--- src/rtl/demux_1to4_8b_buf_if.sv ---
// Bundle of the demux input stream, the four output channels and, when
// DEMUX_1TO4_STATS_EN is defined, the per-channel push counters.
// The master modport is the source/consumer side; the slave modport is the demux.
interface demux_1to4_8b_buf_if #(
    parameter int WIDTH = 8,
    parameter int CNTW  = 8
);
    logic [WIDTH-1:0] in_data;
    logic [1:0]       in_sel;
    logic             in_valid;
    logic             in_ready;
    logic [WIDTH-1:0] out_data0;
    logic [WIDTH-1:0] out_data1;
    logic [WIDTH-1:0] out_data2;
    logic [WIDTH-1:0] out_data3;
    logic [3:0]       out_valid;
    logic [3:0]       out_ready;
`ifdef DEMUX_1TO4_STATS_EN
    logic [4*CNTW-1:0] stat_cnt;

    modport master (
        output in_data, in_sel, in_valid, out_ready,
        input  in_ready, out_data0, out_data1, out_data2, out_data3, out_valid, stat_cnt
    );
    modport slave (
        input  in_data, in_sel, in_valid, out_ready,
        output in_ready, out_data0, out_data1, out_data2, out_data3, out_valid, stat_cnt
    );
`else
    modport master (
        output in_data, in_sel, in_valid, out_ready,
        input  in_ready, out_data0, out_data1, out_data2, out_data3, out_valid
    );
    modport slave (
        input  in_data, in_sel, in_valid, out_ready,
        output in_ready, out_data0, out_data1, out_data2, out_data3, out_valid
    );
`endif
endinterface

--- src/rtl/demux_1to4_8b_buf.sv ---
// Registered 1-to-4 demultiplexer: each accepted word is steered by in_sel
// into one of four DEPTH-entry FIFOs, each draining through its own
// valid/ready port. Optional macro DEMUX_1TO4_STATS_EN adds saturating
// per-channel push counters on stat_cnt.
// in_ready never looks at out_ready: a full channel refuses a push even in a
// cycle where it pops, which keeps the source-side timing path short.
module demux_1to4_8b_buf #(
    parameter int WIDTH = 8,
    parameter int DEPTH = 2,
    parameter int CNTW  = 8
) (
    input  logic                 clk,
    input  logic                 rst_n,
    demux_1to4_8b_buf_if.slave   bus
);
    localparam int PW = (DEPTH > 1) ? $clog2(DEPTH) : 1;
    localparam int CW = PW + 1;
    localparam logic [CW-1:0] FULL = CW'(DEPTH);

    if (DEPTH < 2 || (DEPTH & (DEPTH - 1)) != 0 || CNTW < 1) begin : g_bad_param
        $error("demux_1to4_8b_buf: DEPTH must be a power of 2 >= 2 and CNTW >= 1");
    end

    logic [WIDTH-1:0] mem    [4][DEPTH];
    logic [PW-1:0]    wr_ptr [4];
    logic [PW-1:0]    rd_ptr [4];
    logic [CW-1:0]    count  [4];
    logic [3:0]       push;
    logic [3:0]       pop;
    logic [3:0]       nempty;

    // Handshake decode: acceptance for the selected channel, pops for non-empty channels.
    always_comb begin
        push   = 4'b0000;
        pop    = 4'b0000;
        nempty = 4'b0000;
        for (int i = 0; i < 4; i++) begin
            nempty[i] = (count[i] != '0);
            pop[i]    = nempty[i] & bus.out_ready[i];
            push[i]   = bus.in_valid & bus.in_ready & (bus.in_sel == 2'(i));
        end
    end

    assign bus.in_ready  = (count[bus.in_sel] != FULL);
    assign bus.out_valid = nempty;
    assign bus.out_data0 = mem[0][rd_ptr[0]];
    assign bus.out_data1 = mem[1][rd_ptr[1]];
    assign bus.out_data2 = mem[2][rd_ptr[2]];
    assign bus.out_data3 = mem[3][rd_ptr[3]];

    // FIFO storage, pointers and occupancy; reset clears everything including data.
    always_ff @(posedge clk) begin
        if (!rst_n) begin
            for (int i = 0; i < 4; i++) begin
                wr_ptr[i] <= '0;
                rd_ptr[i] <= '0;
                count[i]  <= '0;
                for (int j = 0; j < DEPTH; j++) begin
                    mem[i][j] <= '0;
                end
            end
        end else begin
            for (int i = 0; i < 4; i++) begin
                if (push[i]) begin
                    mem[i][wr_ptr[i]] <= bus.in_data;
                    wr_ptr[i]         <= wr_ptr[i] + 1'b1;
                end
                if (pop[i]) begin
                    rd_ptr[i] <= rd_ptr[i] + 1'b1;
                end
                if (push[i] && !pop[i]) begin
                    count[i] <= count[i] + 1'b1;
                end else if (pop[i] && !push[i]) begin
                    count[i] <= count[i] - 1'b1;
                end
            end
        end
    end

`ifdef DEMUX_1TO4_STATS_EN
    logic [CNTW-1:0] stat [4];

    // Per-channel push counters, saturating at all-ones.
    always_ff @(posedge clk) begin
        if (!rst_n) begin
            for (int i = 0; i < 4; i++) begin
                stat[i] <= '0;
            end
        end else begin
            for (int i = 0; i < 4; i++) begin
                if (push[i] && (stat[i] != '1)) begin
                    stat[i] <= stat[i] + 1'b1;
                end
            end
        end
    end

    for (genvar g = 0; g < 4; g++) begin : g_stat
        assign bus.stat_cnt[g*CNTW +: CNTW] = stat[g];
    end
`endif

endmodule

--- src/flat_wrapper.sv ---
// flat-port wrapper written by rule: the top's interface ports become plain ports
module demux_1to4_8b_buf_flat 
#(
    parameter int WIDTH = 8,
    parameter int DEPTH = 2,
    parameter int CNTW  = 8
)
  (clk, rst_n, bus_in_data, bus_in_sel, bus_in_valid, bus_out_ready, bus_in_ready, bus_out_data0, bus_out_data1, bus_out_data2, bus_out_data3, bus_out_valid);
  demux_1to4_8b_buf_if #(.WIDTH(WIDTH), .CNTW(CNTW)) bus_i ();
  input  logic clk;
  input  logic rst_n;
  input wire logic [$bits(bus_i.in_data)-1:0] bus_in_data;
  input wire logic [$bits(bus_i.in_sel)-1:0] bus_in_sel;
  input wire logic [$bits(bus_i.in_valid)-1:0] bus_in_valid;
  input wire logic [$bits(bus_i.out_ready)-1:0] bus_out_ready;
  output wire logic [$bits(bus_i.in_ready)-1:0] bus_in_ready;
  output wire logic [$bits(bus_i.out_data0)-1:0] bus_out_data0;
  output wire logic [$bits(bus_i.out_data1)-1:0] bus_out_data1;
  output wire logic [$bits(bus_i.out_data2)-1:0] bus_out_data2;
  output wire logic [$bits(bus_i.out_data3)-1:0] bus_out_data3;
  output wire logic [$bits(bus_i.out_valid)-1:0] bus_out_valid;
  assign bus_i.in_data = bus_in_data;
  assign bus_i.in_sel = bus_in_sel;
  assign bus_i.in_valid = bus_in_valid;
  assign bus_i.out_ready = bus_out_ready;
  assign bus_in_ready = bus_i.in_ready;
  assign bus_out_data0 = bus_i.out_data0;
  assign bus_out_data1 = bus_i.out_data1;
  assign bus_out_data2 = bus_i.out_data2;
  assign bus_out_data3 = bus_i.out_data3;
  assign bus_out_valid = bus_i.out_valid;
  demux_1to4_8b_buf #(.WIDTH(WIDTH), .DEPTH(DEPTH), .CNTW(CNTW)) u_core (.clk(clk), .rst_n(rst_n), .bus(bus_i));
endmodule
--- config.mk ---
export PLATFORM = sky130hd
export DESIGN_NAME = demux_1to4_8b_buf_flat
export DESIGN_NICKNAME = d
export VERILOG_FILES = /design/src/rtl/demux_1to4_8b_buf_if.sv /design/src/rtl/demux_1to4_8b_buf.sv /design/src/flat_wrapper.sv
export SDC_FILE = /design/constraint.sdc
export NUM_CORES = 1
export LEC_CHECK = 0
export ABC_AREA = 1
export BUFFER_PORTS_ARGS = -buffer_cell sky130_fd_sc_hd__buf_2
export CORE_MARGIN = 1.5
export CORE_UTILIZATION = 61
export DETAILED_ROUTE_END_ITERATION = 8
export GPL_ROUTABILITY_DRIVEN = 0
export PLACE_DENSITY = 0.93
export SETUP_SLACK_MARGIN = 0.4
export SYNTH_ARGS = -nofsm -noshare
export SYNTH_HDL_FRONTEND = slang
export SYNTH_SLANG_ARGS = --single-unit
--- constraint.sdc ---
create_clock -name clk -period 4.5 [get_ports clk]
set_input_delay 0.9 -clock clk [delete_from_list [all_inputs] [get_ports clk]]
set_output_delay 0.9 -clock clk [all_outputs]
set_load 0.01 [all_outputs]
# Yosys cells after proc, flatten, opt, wreduce, memory -nomap -nowiden
# Memory sizes are Yosys's and may differ from the RTL's.
# Index checks and enable logic that the tools add are counted.
# word_totals
output_inout_bits	37
register_bits	0
romBits	0
memories	4
latch_bits	0
mem_bits_rw	80
# mem_list
memory	words	word_bits	rd	rd_clocked_by_memory_dff	write_ports	line_no	text
u_core.mem	4	16	4	0	4	demux_1to4_8b_buf.sv:24	logic [WIDTH-1:0] mem [4][DEPTH];
u_core.count	4	2	5	0	4	demux_1to4_8b_buf.sv:27	logic [CW-1:0] count [4];
u_core.rd_ptr	4	1	4	0	4	demux_1to4_8b_buf.sv:26	logic [PW-1:0] rd_ptr [4];
u_core.wr_ptr	4	1	4	0	4	demux_1to4_8b_buf.sv:25	logic [PW-1:0] wr_ptr [4];
# op_classes
bitwise_logic	97
eq_ne	4
multipliers	0
n_reduce_logical	25
n_mux	157
div_mod_pow	0
n_addsub	16
shift	0
magnitude_cmp	12
# op_table
operator	n
$mux 8	16
$mux 1	125
$or 1x1->1	80
$mux 16	4
$demux 8 s1	4
$ge 2x2->1 const B	8
$mux 2	8
$not 1->2	8
$logic_and 1x1->1	12
$and 1x1->1	9
$add 1x1->1 const B	8
$add 2x1->2 const B	4
$logic_not 1->1	8
$lt 2x1->1 const B	4
$reduce_bool 2->1	4
$sub 2x1->2 const B	4
$eq 2x2->1 const B	2
$eq 2x1->1 const B	1
$logic_not 2->1	1
$ne 2x2->1 const B	1

# Longest topological paths before layout
# An unclocked memory read counts as a cell.
# logic_depth
depth_word	11
mapped_depth	14
ltp_nobuf	13

# Worst setup path before layout
# No wires, ideal clock.
# synth_timing
path_kind	input port to flip-flop
startpoint	in bus_in_sel[0]
endpoint	mem u_core.mem[0][24] (netlist name), enable pin
setup_slack_ns	1.812
n_path_buf	1
arrival_ns	2.304
cell_stages	10
cell_sequence	buf_4 > nor2_2 > nand2_1 > nand2_1 > nor2_2 > nand2_4 > nand2_1 > inv_2 > nand2_1 > o21ai_0
# synth_lines
element	line_no	text
from (decl)	flat_wrapper.sv:13	input wire logic [$bits(bus_i.in_sel)-1:0] bus_in_sel;
to (decl)	demux_1to4_8b_buf.sv:24	

==> impl_metrics.yaml <==
outcome:
  status: "complete, no violations"
setup_path:
  worstSetupPathType: "input port to flip-flop"
  critPathBufInv: 3
  worstPathMaxFanout: 8
  end_kind: "flip-flop"
  arrival_ns: 2.77
  cp_top_family: "compound AO/OA/AOI/OAI gates"
  cp_common_cell: "nand2_1"
  critical-path-max-stage-delay_ns: 0.95
  r2r_cells: 9
  required_ns: 4.46
  path_cells: "buf_2, inv_2, nand2_1, nand2_1, nand2_1, nand2_1, nand2_4, nand2_1, inv_2, nand2_1, o21ai_0"
  slowest_stage: "o21ai_0"
  path_depth: 11
  start_kind: "input port"
clocking:
  cts-buffers-inserted: 9
  h-tree-depth: 3
  numClockSinks: 80
  hold_buffers: 0
  clk_pin_slew_ns: 0.07
  cts_tree: "built"
  cts_setup_buffers: 0
  cts_resized: 0
  root_buffer: "clkbuf_8"
  clock_path_buffers: 2
  clock_latency_ns: 0.35
synth:
  avgSynthCellArea_um2: 9.96
  syn_inst: 368
  yosysSeqAreaShare: 0.582
  synth_fp_nets: 386
  syn-cell-area_um2: 3660
  ys_types: 32
  ys_warn_count: 0
  ys_seq_elements: 80
route:
  avgRoutedWirePerCell_um: 15.4
  drtIter0Drc: 245
  routed_via_density: 5.49
  wl_um: 7680
  drtAntennaViolNets: 0
  dr_total_vias: 2741
  dr.pass1.iters: 4
  route.detailed.drc: 0
layout:
  nets: 437
  diodes: 0
  final_cell_mix: "nand2_1, nor2_1, buf_2, edfxtp_1, mux2_2"
  drive_gt1_frac: 0.274
  mostFrequentLayoutCell: "nand2_1"
  syn_to_final_growth_pct: 14.0
  post-route-util: 0.714
  fin_area_um2: 4180
  nFillCells: 385
timing:
  layout_setup_ws_ns: 1.69
  min_period_ns: 2.81
  relSlewSlack: 0.199
  hold_violations: 0
  finClkSkew_ns: 0.00373
  tightest_slew_ns: 1.19
  setup_tns_ns: 0
  setup_viol: 0
  clock.fmax_mhz: 356
  drv_slew: 0
  finalCritPeriodShare: 0.624
  rsz0062_at_grt: "no"
global_route:
  first_global_vias: 2712
  antenna_found_initial: 0
  grt_pass1_wl_um: 12500
  grt_use_total: 0.263
  grt-ovfl-total: 0
  grt_max_degree: 39
place:
  dp_hpwl_um: 5280
  post_dp_cell_area_um2: 3960
  numPortBuffers: 53
  dp_slack_ns: 1.40
floorplan:
  initial_core_util: 0.626
  coreArea_um2: 5850
  die_area_um2: 6480
  rows: 28
  die_width_um: 80.5
  die_h_um: 80.5
  io_pins: 54
worst_hold_path:
  min_path_type: "flip-flop to flip-flop"
  min_delay_path_depth: 2
power:
  total_power_mw: 1.61
  p_per_area_nw_per_um2: 386
  vdd.ir_drop.worst_mv: 0.253
  p_leak_nw: 1.80
flow_run:
  cap_violations: 0
kinds of logic (layout without fill, tap and decap cells):
kind of cell | count (synthesis) | count (layout) | synth area share
AND/OR/NAND/NOR | 199 | 199 | 0.242
flip-flops | 80 | 80 | 0.582
buffers and inverters | 37 | 93 | 0.0417
multiplexers | 33 | 33 | 0.101
AO/OA/AOI/OAI | 18 | 18 | 0.0301
adder cells (fa/ha/maj) | 1 | 1 | 0.00341
metal layers:
| layer | global-route usage | routed length [µm] |
|---|---|---|
| met5 | 0 | 0 |
| met4 | 0.126 | 176 |
| met3 | 0.0523 | 423 |
| met2 | 0.464 | 4020 |
| met1 | 0.303 | 3060 |
state kept, by name (all words and copies together), names as in the netlist:
name / cells
u_core.count: 8
u_core.wr_ptr: 4
u_core.mem: 64
u_core.rd_ptr: 4
synthesized netlist by cell type:
master    instances  area (µm²)
nor2_2            4        25.0
nor3_1            4        20.0
or2_1             1        6.26
nand3_4           1        17.5
nand2_2           1        6.26
mux2_2           32         360
mux2i_1           1        10.0
buf_4             1        7.51
clkinv_1          1        3.75
nand3_1          27         135
clkbuf_1          9        33.8
o21ai_0           4        20.0
nand4_1           2        12.5
o21ai_1           3        15.0
ha_1              1        12.5
a21oi_1           3        15.0
nand3_2           1        10.0
nor2_4            2        22.5
or2_2             3        18.8
buf_1             1        3.75
buf_6             1        11.3
buf_2             2        10.0
nand2_4           1        11.3
o21bai_1          8        60.1
nor3_4            1        16.3
inv_2             3        11.3
edfxtp_1         53        1590
nor2_1           73         274
nand4_4           1        21.3
dfxtp_1          27         541
nand2_1          77         289
inv_1            19        71.3
through the flow:
step | cells | hold WS (ns)
after floorplan | 368 | 0.443
after global placement | 483 | 0.451
after detailed placement | 483 | 0.473
after CTS | 499 | 0.488
after global routing | 499 | 0.520
final | 499 | 0.487
final cells by class:
type	count	area (µm²)	area share
Tap cell	75	93.8	0.0225
Clock inverter	4	67.6	0.0162
Clock buffer	12	145	0.0348
Sequential cell	80	2130	0.510
Multi-Input combinational cell	251	1380	0.330
Timing Repair Buffer	54	273	0.0653
Inverter	23	86.3	0.0207
tightest hold or removal path: stages, from the launching register on:
cell and delay (ns):
dfxtp_1 0.31, nor2_1 0.09, nor2_1 0.05
worst paths after layout:
| check | startpoint | to | slack (ns) |
|---|---|---|---|
| min | u_core.mem[0][49] | u_core.mem[0][49] | 0.49 |
| max reg2reg | u_core.count[0][1] | u_core.mem[0][30] | 2.02 |
| max | bus_in_sel[0] | u_core.mem[0][30] | 1.69 |
| min reg2reg | u_core.mem[0][49] | u_core.mem[0][49] | 0.49 |
report_power, final:
part / internal [mW] / total, mW / switching, mW
combinational: 0.0743 / 0.188 / 0.114
clock: 0.325 / 0.568 / 0.244
sequential: 0.825 / 0.855 / 0.0300
(Power assumes the default switching activity.)
